==> src/rtl/bus_src_encoder_pkg.sv <==
// Shared constants and helpers for the bus-source encoder slice.
// Defines the resolution-mode encodings and the CPU's default source map.
package bus_enc_pkg;

  localparam int PRIO_FIXED = 0;
  localparam int PRIO_RR    = 1;

  // R0..R15, HI, LO, Zhigh, Zlow, PC, MDR, InPort and C are live; the top 8 are spares.
  localparam logic [31:0] CPU_SRC_MASK = 32'h00FF_FFFF;

  function automatic int clog2(input int value);
    int r;
    r = 0;
    for (int i = 0; i < 31; i++) begin
      if ((1 << i) < value) r = i + 1;
    end
    return r;
  endfunction

endpackage

==> src/rtl/bus_src_encoder_rr_prio_search.sv <==
// Circular priority search: the first set request at or after start_i,
// wrapping from the top index back to zero.
module rr_prio_search
  import bus_enc_pkg::*;
#(
  parameter int NUM_SRC = 32,
  parameter int SEL_W   = clog2(NUM_SRC)
) (
  input  logic [NUM_SRC-1:0] mreq_i,
  input  logic [SEL_W-1:0]   start_i,
  output logic               found_o,
  output logic [SEL_W-1:0]   idx_o
);

  logic [SEL_W:0]   sum;
  logic [SEL_W-1:0] pos;

  always_comb begin
    found_o = 1'b0;
    idx_o   = '0;
    sum     = '0;
    pos     = '0;
    for (int k = 0; k < NUM_SRC; k++) begin
      sum = {1'b0, start_i} + (SEL_W+1)'(k);
      if (sum >= (SEL_W+1)'(NUM_SRC)) sum = sum - (SEL_W+1)'(NUM_SRC);
      pos = sum[SEL_W-1:0];
      if (!found_o && mreq_i[pos]) begin
        found_o = 1'b1;
        idx_o   = pos;
      end
    end
  end

endmodule

==> src/rtl/bus_src_encoder.sv <==
// Registered bus-source encoder: masks the one-hot drive-enable vector, resolves
// it by fixed priority or round robin, and flags multi-hot samples.
module bus_src_encoder
  import bus_enc_pkg::*;
#(
  parameter int                 NUM_SRC   = 32,
  parameter int                 SEL_W     = clog2(NUM_SRC),
  parameter int                 PRIO_MODE = PRIO_FIXED,
  parameter logic [NUM_SRC-1:0] REQ_MASK  = '1
) (
  input  logic               clk,
  input  logic               reset,
  input  logic [NUM_SRC-1:0] req,
  input  logic               hold,
  input  logic               err_clr,
  output logic [SEL_W-1:0]   sel,
  output logic               valid,
  output logic               multi_hot,
  output logic               err_sticky
);

  logic [NUM_SRC-1:0] mreq;
  logic [SEL_W-1:0]   startIdx;
  logic               found;
  logic [SEL_W-1:0]   foundIdx;

  logic [SEL_W-1:0] sel_q, sel_d;
  logic [SEL_W-1:0] rrPtr_q, rrPtr_d;
  logic             valid_q, valid_d;
  logic             multiHot_q, multiHot_d;
  logic             errSticky_q, errSticky_d;

  assign mreq     = req & REQ_MASK;
  assign startIdx = (PRIO_MODE == PRIO_RR) ? rrPtr_q : '0;

  rr_prio_search #(
    .NUM_SRC(NUM_SRC),
    .SEL_W  (SEL_W)
  ) u_search (
    .mreq_i (mreq),
    .start_i(startIdx),
    .found_o(found),
    .idx_o  (foundIdx)
  );

  // An idle cycle drops valid but leaves sel parked so the bus mux never glitches.
  always_comb begin
    sel_d       = sel_q;
    valid_d     = valid_q;
    rrPtr_d     = rrPtr_q;
    multiHot_d  = |(mreq & (mreq - NUM_SRC'(1)));
    errSticky_d = (errSticky_q & ~err_clr) | multiHot_d;
    if (!(hold && valid_q)) begin
      if (found) begin
        sel_d   = foundIdx;
        valid_d = 1'b1;
        if (PRIO_MODE == PRIO_RR) begin
          rrPtr_d = (foundIdx == SEL_W'(NUM_SRC - 1)) ? '0 : foundIdx + SEL_W'(1);
        end
      end else begin
        valid_d = 1'b0;
      end
    end
  end

  always_ff @(posedge clk) begin
    if (reset) begin
      sel_q       <= '0;
      rrPtr_q     <= '0;
      valid_q     <= 1'b0;
      multiHot_q  <= 1'b0;
      errSticky_q <= 1'b0;
    end else begin
      sel_q       <= sel_d;
      rrPtr_q     <= rrPtr_d;
      valid_q     <= valid_d;
      multiHot_q  <= multiHot_d;
      errSticky_q <= errSticky_d;
    end
  end

  assign sel        = sel_q;
  assign valid      = valid_q;
  assign multi_hot  = multiHot_q;
  assign err_sticky = errSticky_q;

endmodule

==> config.mk <==
export PLATFORM = sky130hd
export DESIGN_NAME = bus_src_encoder
export DESIGN_NICKNAME = d
export VERILOG_FILES = /design/src/rtl/bus_src_encoder_pkg.sv /design/src/rtl/bus_src_encoder_rr_prio_search.sv /design/src/rtl/bus_src_encoder.sv
export SDC_FILE = /design/constraint.sdc
export NUM_CORES = 1
export LEC_CHECK = 0
export ABC_AREA = 0
export CAP_MARGIN = 30
export CORE_ASPECT_RATIO = 0.8
export CORE_UTILIZATION = 37
export CTS_BUF_LIST = sky130_fd_sc_hd__clkbuf_16
export DETAILED_ROUTE_END_ITERATION = 7
export GPL_TIMING_DRIVEN = 0
export PLACE_DENSITY = 0.75
export SYNTH_ARGS = -nofsm -noshare
export SYNTH_HDL_FRONTEND = slang
export SYNTH_SLANG_ARGS = --single-unit
==> constraint.sdc <==
create_clock -name clk -period 2.7 [get_ports clk]
set_input_delay 0.405 -clock clk [delete_from_list [all_inputs] [get_ports clk]]
set_output_delay 0.405 -clock clk [all_outputs]
set_load 0.01 [all_outputs]
Word-level counts from Yosys, hierarchy flattened
Index checks and enable logic that the tools add are counted.
Widths: inputs -> output; s select.

word-level totals
  bits in registers = 8
  input port bits = 36
  output and inout port bits = 8
  word-level logic and storage cells = 139

cells by class
  add/sub/neg operators = 1
  mux-type cells = 64
  bitwise logic cells = 5
  reductions and logical operators = 65

operators with widths
  kind                   number
  $mux 5                 16
  $mux 1                 34
  $and 32x32->32         1
  $logic_and 1x1->1      32
  $mux 4                 8
  $reduce_or 32->1       1
  $sub 32x1->32 const B  1
  $logic_not 1->1        31
  $mux 3                 4
  $mux 2                 2
  $not 1->1              2
  $reduce_and 2->1       1
  $and 1x1->1            1
  $or 1x1->1             1

Depth between registers and ports, before layout
  depth in word-level cells = 95
  depth in mapped cells = 8
  gate-level depth less buffers = 7

By module
A second synthesis with hierarchy kept.

second synthesis, totals
  cell total of the unflattened synthesis = 886
  area, all modules = 7527.2 um2

by module, submodules not included
  module           instances  cells an instance  area each (um2)  sequential area each (um2)
  rr_prio_search   1          802                6856.6           0.0
  bus_src_encoder  1          84                 670.6            160.2

Worst setup path after synthesis
Ideal clock, no wire load.

  kind = in2reg
  start point = input req[15]
  end point = register errSticky_q, in the netlist err_sticky
  library setup time = 129 ps
  arrival time = 2498 ps
  data required time = 2571 ps
  setup slack = 73 ps
  stages = 8
  buffers on the path = 1
  cell sequence = or4_4 -> or3_4 -> or3_1 -> buf_2 -> a221oi_2 -> nand4_1 -> nor4_2 -> a21oi_1

between the ends
  word-level cells in the longest chain between the ends = 4

RTL lines
  element               line                   RTL
  start, declared       bus_src_encoder.sv:13  input logic [NUM_SRC-1:0] req,
  $sub 32x1->32         bus_src_encoder.sv:51  multiHot_d = |(mreq & (mreq - NUM_SRC'(1)));
  $and 32x32->32 (*)    bus_src_encoder.sv:51
  $reduce_or 32->1 (*)  bus_src_encoder.sv:51
  $or 1x1->1 (*)        bus_src_encoder.sv:52  errSticky_d = (errSticky_q & ~err_clr) | multiHot_d;
  end signal, assigned  bus_src_encoder.sv:78  errSticky_q <= errSticky_d;
  end, declared         bus_src_encoder.sv:31  logic errSticky_q, errSticky_d;

Every way passes the cells marked *; elsewhere a longest branch is shown, timed or not.
A chain may end at the register's enable or synchronous reset.

Worst setup path after layout
Same ends and word-level chain as after synthesis.

==> results.py <==
metrics = {
    "status": {
        "outcome": "completed",
    },
    "drt": {
        "ant_nets": 0,
        "drt-initial-drc-count": 129,
        "wl_mm": 3.762,
        "vias": 1422,
        "drc": 0,
        "wl_per_cell_um": 16.22,
        "dr.pass1.iters": 4,
        "routed_via_density": 6.129,
    },
    "layout": {
        "fin_cells": 232,
        "drive_gt1_frac": 0.2323,
        "mostFrequentLayoutCells": "24 x nor2_1, 21 x clkdlybuf4s50_1, 13 x a21oi_1, 13 x buf_4",
        "final_util": 0.7179,
        "layout_commonest_cell": "nor2_1",
        "area_growth_pct": 74.90,
        "layout.nets": 236,
        "n_antenna_cell": 0,
    },
    "sta": {
        "finClkSkew_ns": 0.0003427,
        "hold_ws_ns": 0.4683,
        "final.min_clock_period_ns": 2.611,
        "worst_pin_slew_ns": 0.5584,
        "rsz0062_at_grt": "yes",
        "max_freq_mhz": 383.0,
        "setup_violations": 0,
        "slew_headroom": 0.6243,
        "period_share": 0.9670,
        "hold_viol": 0,
        "slew_viol_final": 0,
    },
    "yosys": {
        "dominantRegCellSynth": "dfxtp_1",
        "syn_area_per_cell_um2": 6.564,
        "ys_seq_area_frac": 0.1718,
        "yosysWarnings": 0,
        "synth_edf_count": 0,
        "synthesis.area_um2": 932.1,
        "yosysUniqueCellTypes": 36,
        "syn_nets": 178,
        "ys_async_sr_fraction": 0,
        "synth_seq_cells": 8,
        "synthCells": 142,
    },
    "floorplan": {
        "fp.dieH_um": 46.90,
        "io_pins": 44,
        "rows": 15,
        "core_um2": 2271,
        "start_util": 0.4105,
        "die_area_um2": 2725,
        "dieWidth_um": 58.12,
    },
    "clock_network": {
        "cts_tree": "done",
        "clk_latency_ns": 0.23,
        "numCtsBuffers": 3,
        "root_buffer": "clkbuf_16",
        "clock-sinks": 8,
        "clock_path_buffers": 2,
        "cts_htree_levels": 1,
        "clk_pin_slew_ns": 0.04,
    },
    "hold_path": {
        "min_path_type": "register to register",
    },
    "grt": {
        "grt_usage": 0.2849,
        "grt_pass1_vias": 1252,
        "grt_pass1_wl_mm": 5.768,
        "antenna_found_initial": 0,
        "grt_max_degree": 9,
        "grt_overflow": 0,
    },
    "setup_path": {
        "slowest_delay_ns": 0.54,
        "cpMaxStageDelayCell": "or4_4",
        "crit_path_frequent_cell": "or3_4",
        "cp_data_required_time_ns": 2.80,
        "worstPathMaxFanout": 4,
        "worst-setup-path-type": "primary input to register",
        "cp_data_arrival_time_ns": 2.71,
        "end_kind": "register",
        "crit_chain": "buf_8, or4_4, or3_4, or3_4, a221oi_2, nand4_1, nor4_2, a21oi_1",
        "cpLargestDelayFamily": "simple AND/OR/NAND/NOR gates",
        "worst_setup_path_start_kind": "primary input",
        "worst-path-buf-inv": 1,
    },
    "run": {
        "drv_cap": 0,
    },
    "placement": {
        "hpwl_mm": 2.668,
        "gp_congestion": 0.8344,
        "port_buffers": 43,
        "dp.cells": 219,
    },
    "power": {
        "peakVddDrop_v": 0.0003891,
        "power.internal_uw": 395.8,
        "seqPwrFrac": 0.240,
        "power_uw": 535.5,
        "sw_frac_of_total": 0.2609,
        "p_leak_nw": 0.6738,
        "clockPowerShare": 0.460,
        "power.density_nw_per_um2": 328.5,
        "p_comb_frac": 0.301,
        "switchingPower_uw": 139.7,
    },
}
layout make-up:
cell class,count,area [um2]
Fill cell,184,640.6
Inverter,7,26.28
Multi-Input combinational cell,125,822.0
Sequential cell,8,160.2
Clock buffer,3,75.07
Timing Repair Buffer,55,504.2
Tap cell,34,42.54
cell usage after synthesis (2+ instances only):
cell type,number,area share
nand3_1,3,0.016
o21bai_1,2,0.016
o22ai_1,3,0.020
or2_2,2,0.013
nand2_1,10,0.040
o41ai_1,2,0.019
nor4_1,6,0.040
or4_1,7,0.056
nor2_1,24,0.097
o21ai_0,10,0.054
nor3_1,10,0.054
nand2b_1,3,0.020
inv_1,7,0.028
a311oi_1,2,0.019
o21a_1,2,0.016
a21oi_1,13,0.070
or4_4,2,0.024
o31ai_1,2,0.016
a211oi_1,5,0.040
a21boi_0,3,0.024
o211ai_1,2,0.016
dfxtp_1,8,0.17
power by group through the flow:
stage          Combinational, mW  Sequential (mW)  Clock [mW]
2_1_floorplan             0.0459            0.133           0
3_3_place_gp               0.146            0.130           0
3_5_place_dp               0.148            0.130           0
4_1_cts                    0.152            0.128       0.247
5_1_grt                    0.173            0.129       0.255
6_report                   0.161            0.128       0.246
through the flow:
| step | area, um2 | worst slack, ns | setup TNS [ns] |
|---|---|---|---|
| detailed placement | 1405 | -0.6160 | -2.542 |
| floorplan | 932.1 | 0.07300 | 0 |
| finish | 1630 | 0.08903 | 0 |
| global route | 1630 | -0.04723 | -0.04723 |
| CTS | 1590 | 0.001445 | 0 |
| global placement | 1405 | -0.5872 | -2.511 |
worst register-to-register path: stages (launching register included):
cell,delay [ns]
dfxtp_1,0.34
nand2_1,0.19
o31ai_1,0.14
nor3_1,0.07
a2111oi_1,0.40
flip-flops by register name, summed over array words and instances, names as in the netlist:
name,count
sel,5
multi_hot,1
err_sticky,1
valid,1
logic make-up (layout without fill, tap and decap cells):
family,Yosys count,in the layout,share of synthesized area
AOI/OAI and AO/OA,53,53,0.3799
DFF,8,8,0.1718
buffers and inverters,9,65,0.03758
and+or+nand+nor,71,71,0.4000
adders and majority gates,1,1,0.01074
metal layers:
layer | global-route usage | part of all wire | up-vias
met5 | 0 | 0 | -
met4 | 0.07143 | 0.024 | 0
met3 | 0.06061 | 0.10 | 10
met2 | 0.4575 | 0.45 | 85
met1 | 0.3954 | 0.42 | 654
li1 | - | - | 673
timing repair:
| item | CTS | global route |
|---|---|---|
| setup buffers | 7 | 5 |
| endpoints found under the hold margin | 0 | 0 |
| setup endpoints to repair | 5 | 7 |
| hold buffers | 0 | 0 |
| gates resized for setup | 31 | 42 |
| pin swaps | 10 | 11 |
final timing paths:
kind / startpoint / endpoint / slack (ns) / depth (start not counted)
max reg2reg: valid / sel[0] / 1.43 / 4
max: req[15] / err_sticky / 0.09 / 8
min: err_sticky / err_sticky / 0.47 / 2
min reg2reg: err_sticky / err_sticky / 0.47 / 2
Power figures use the tool's default switching activity.
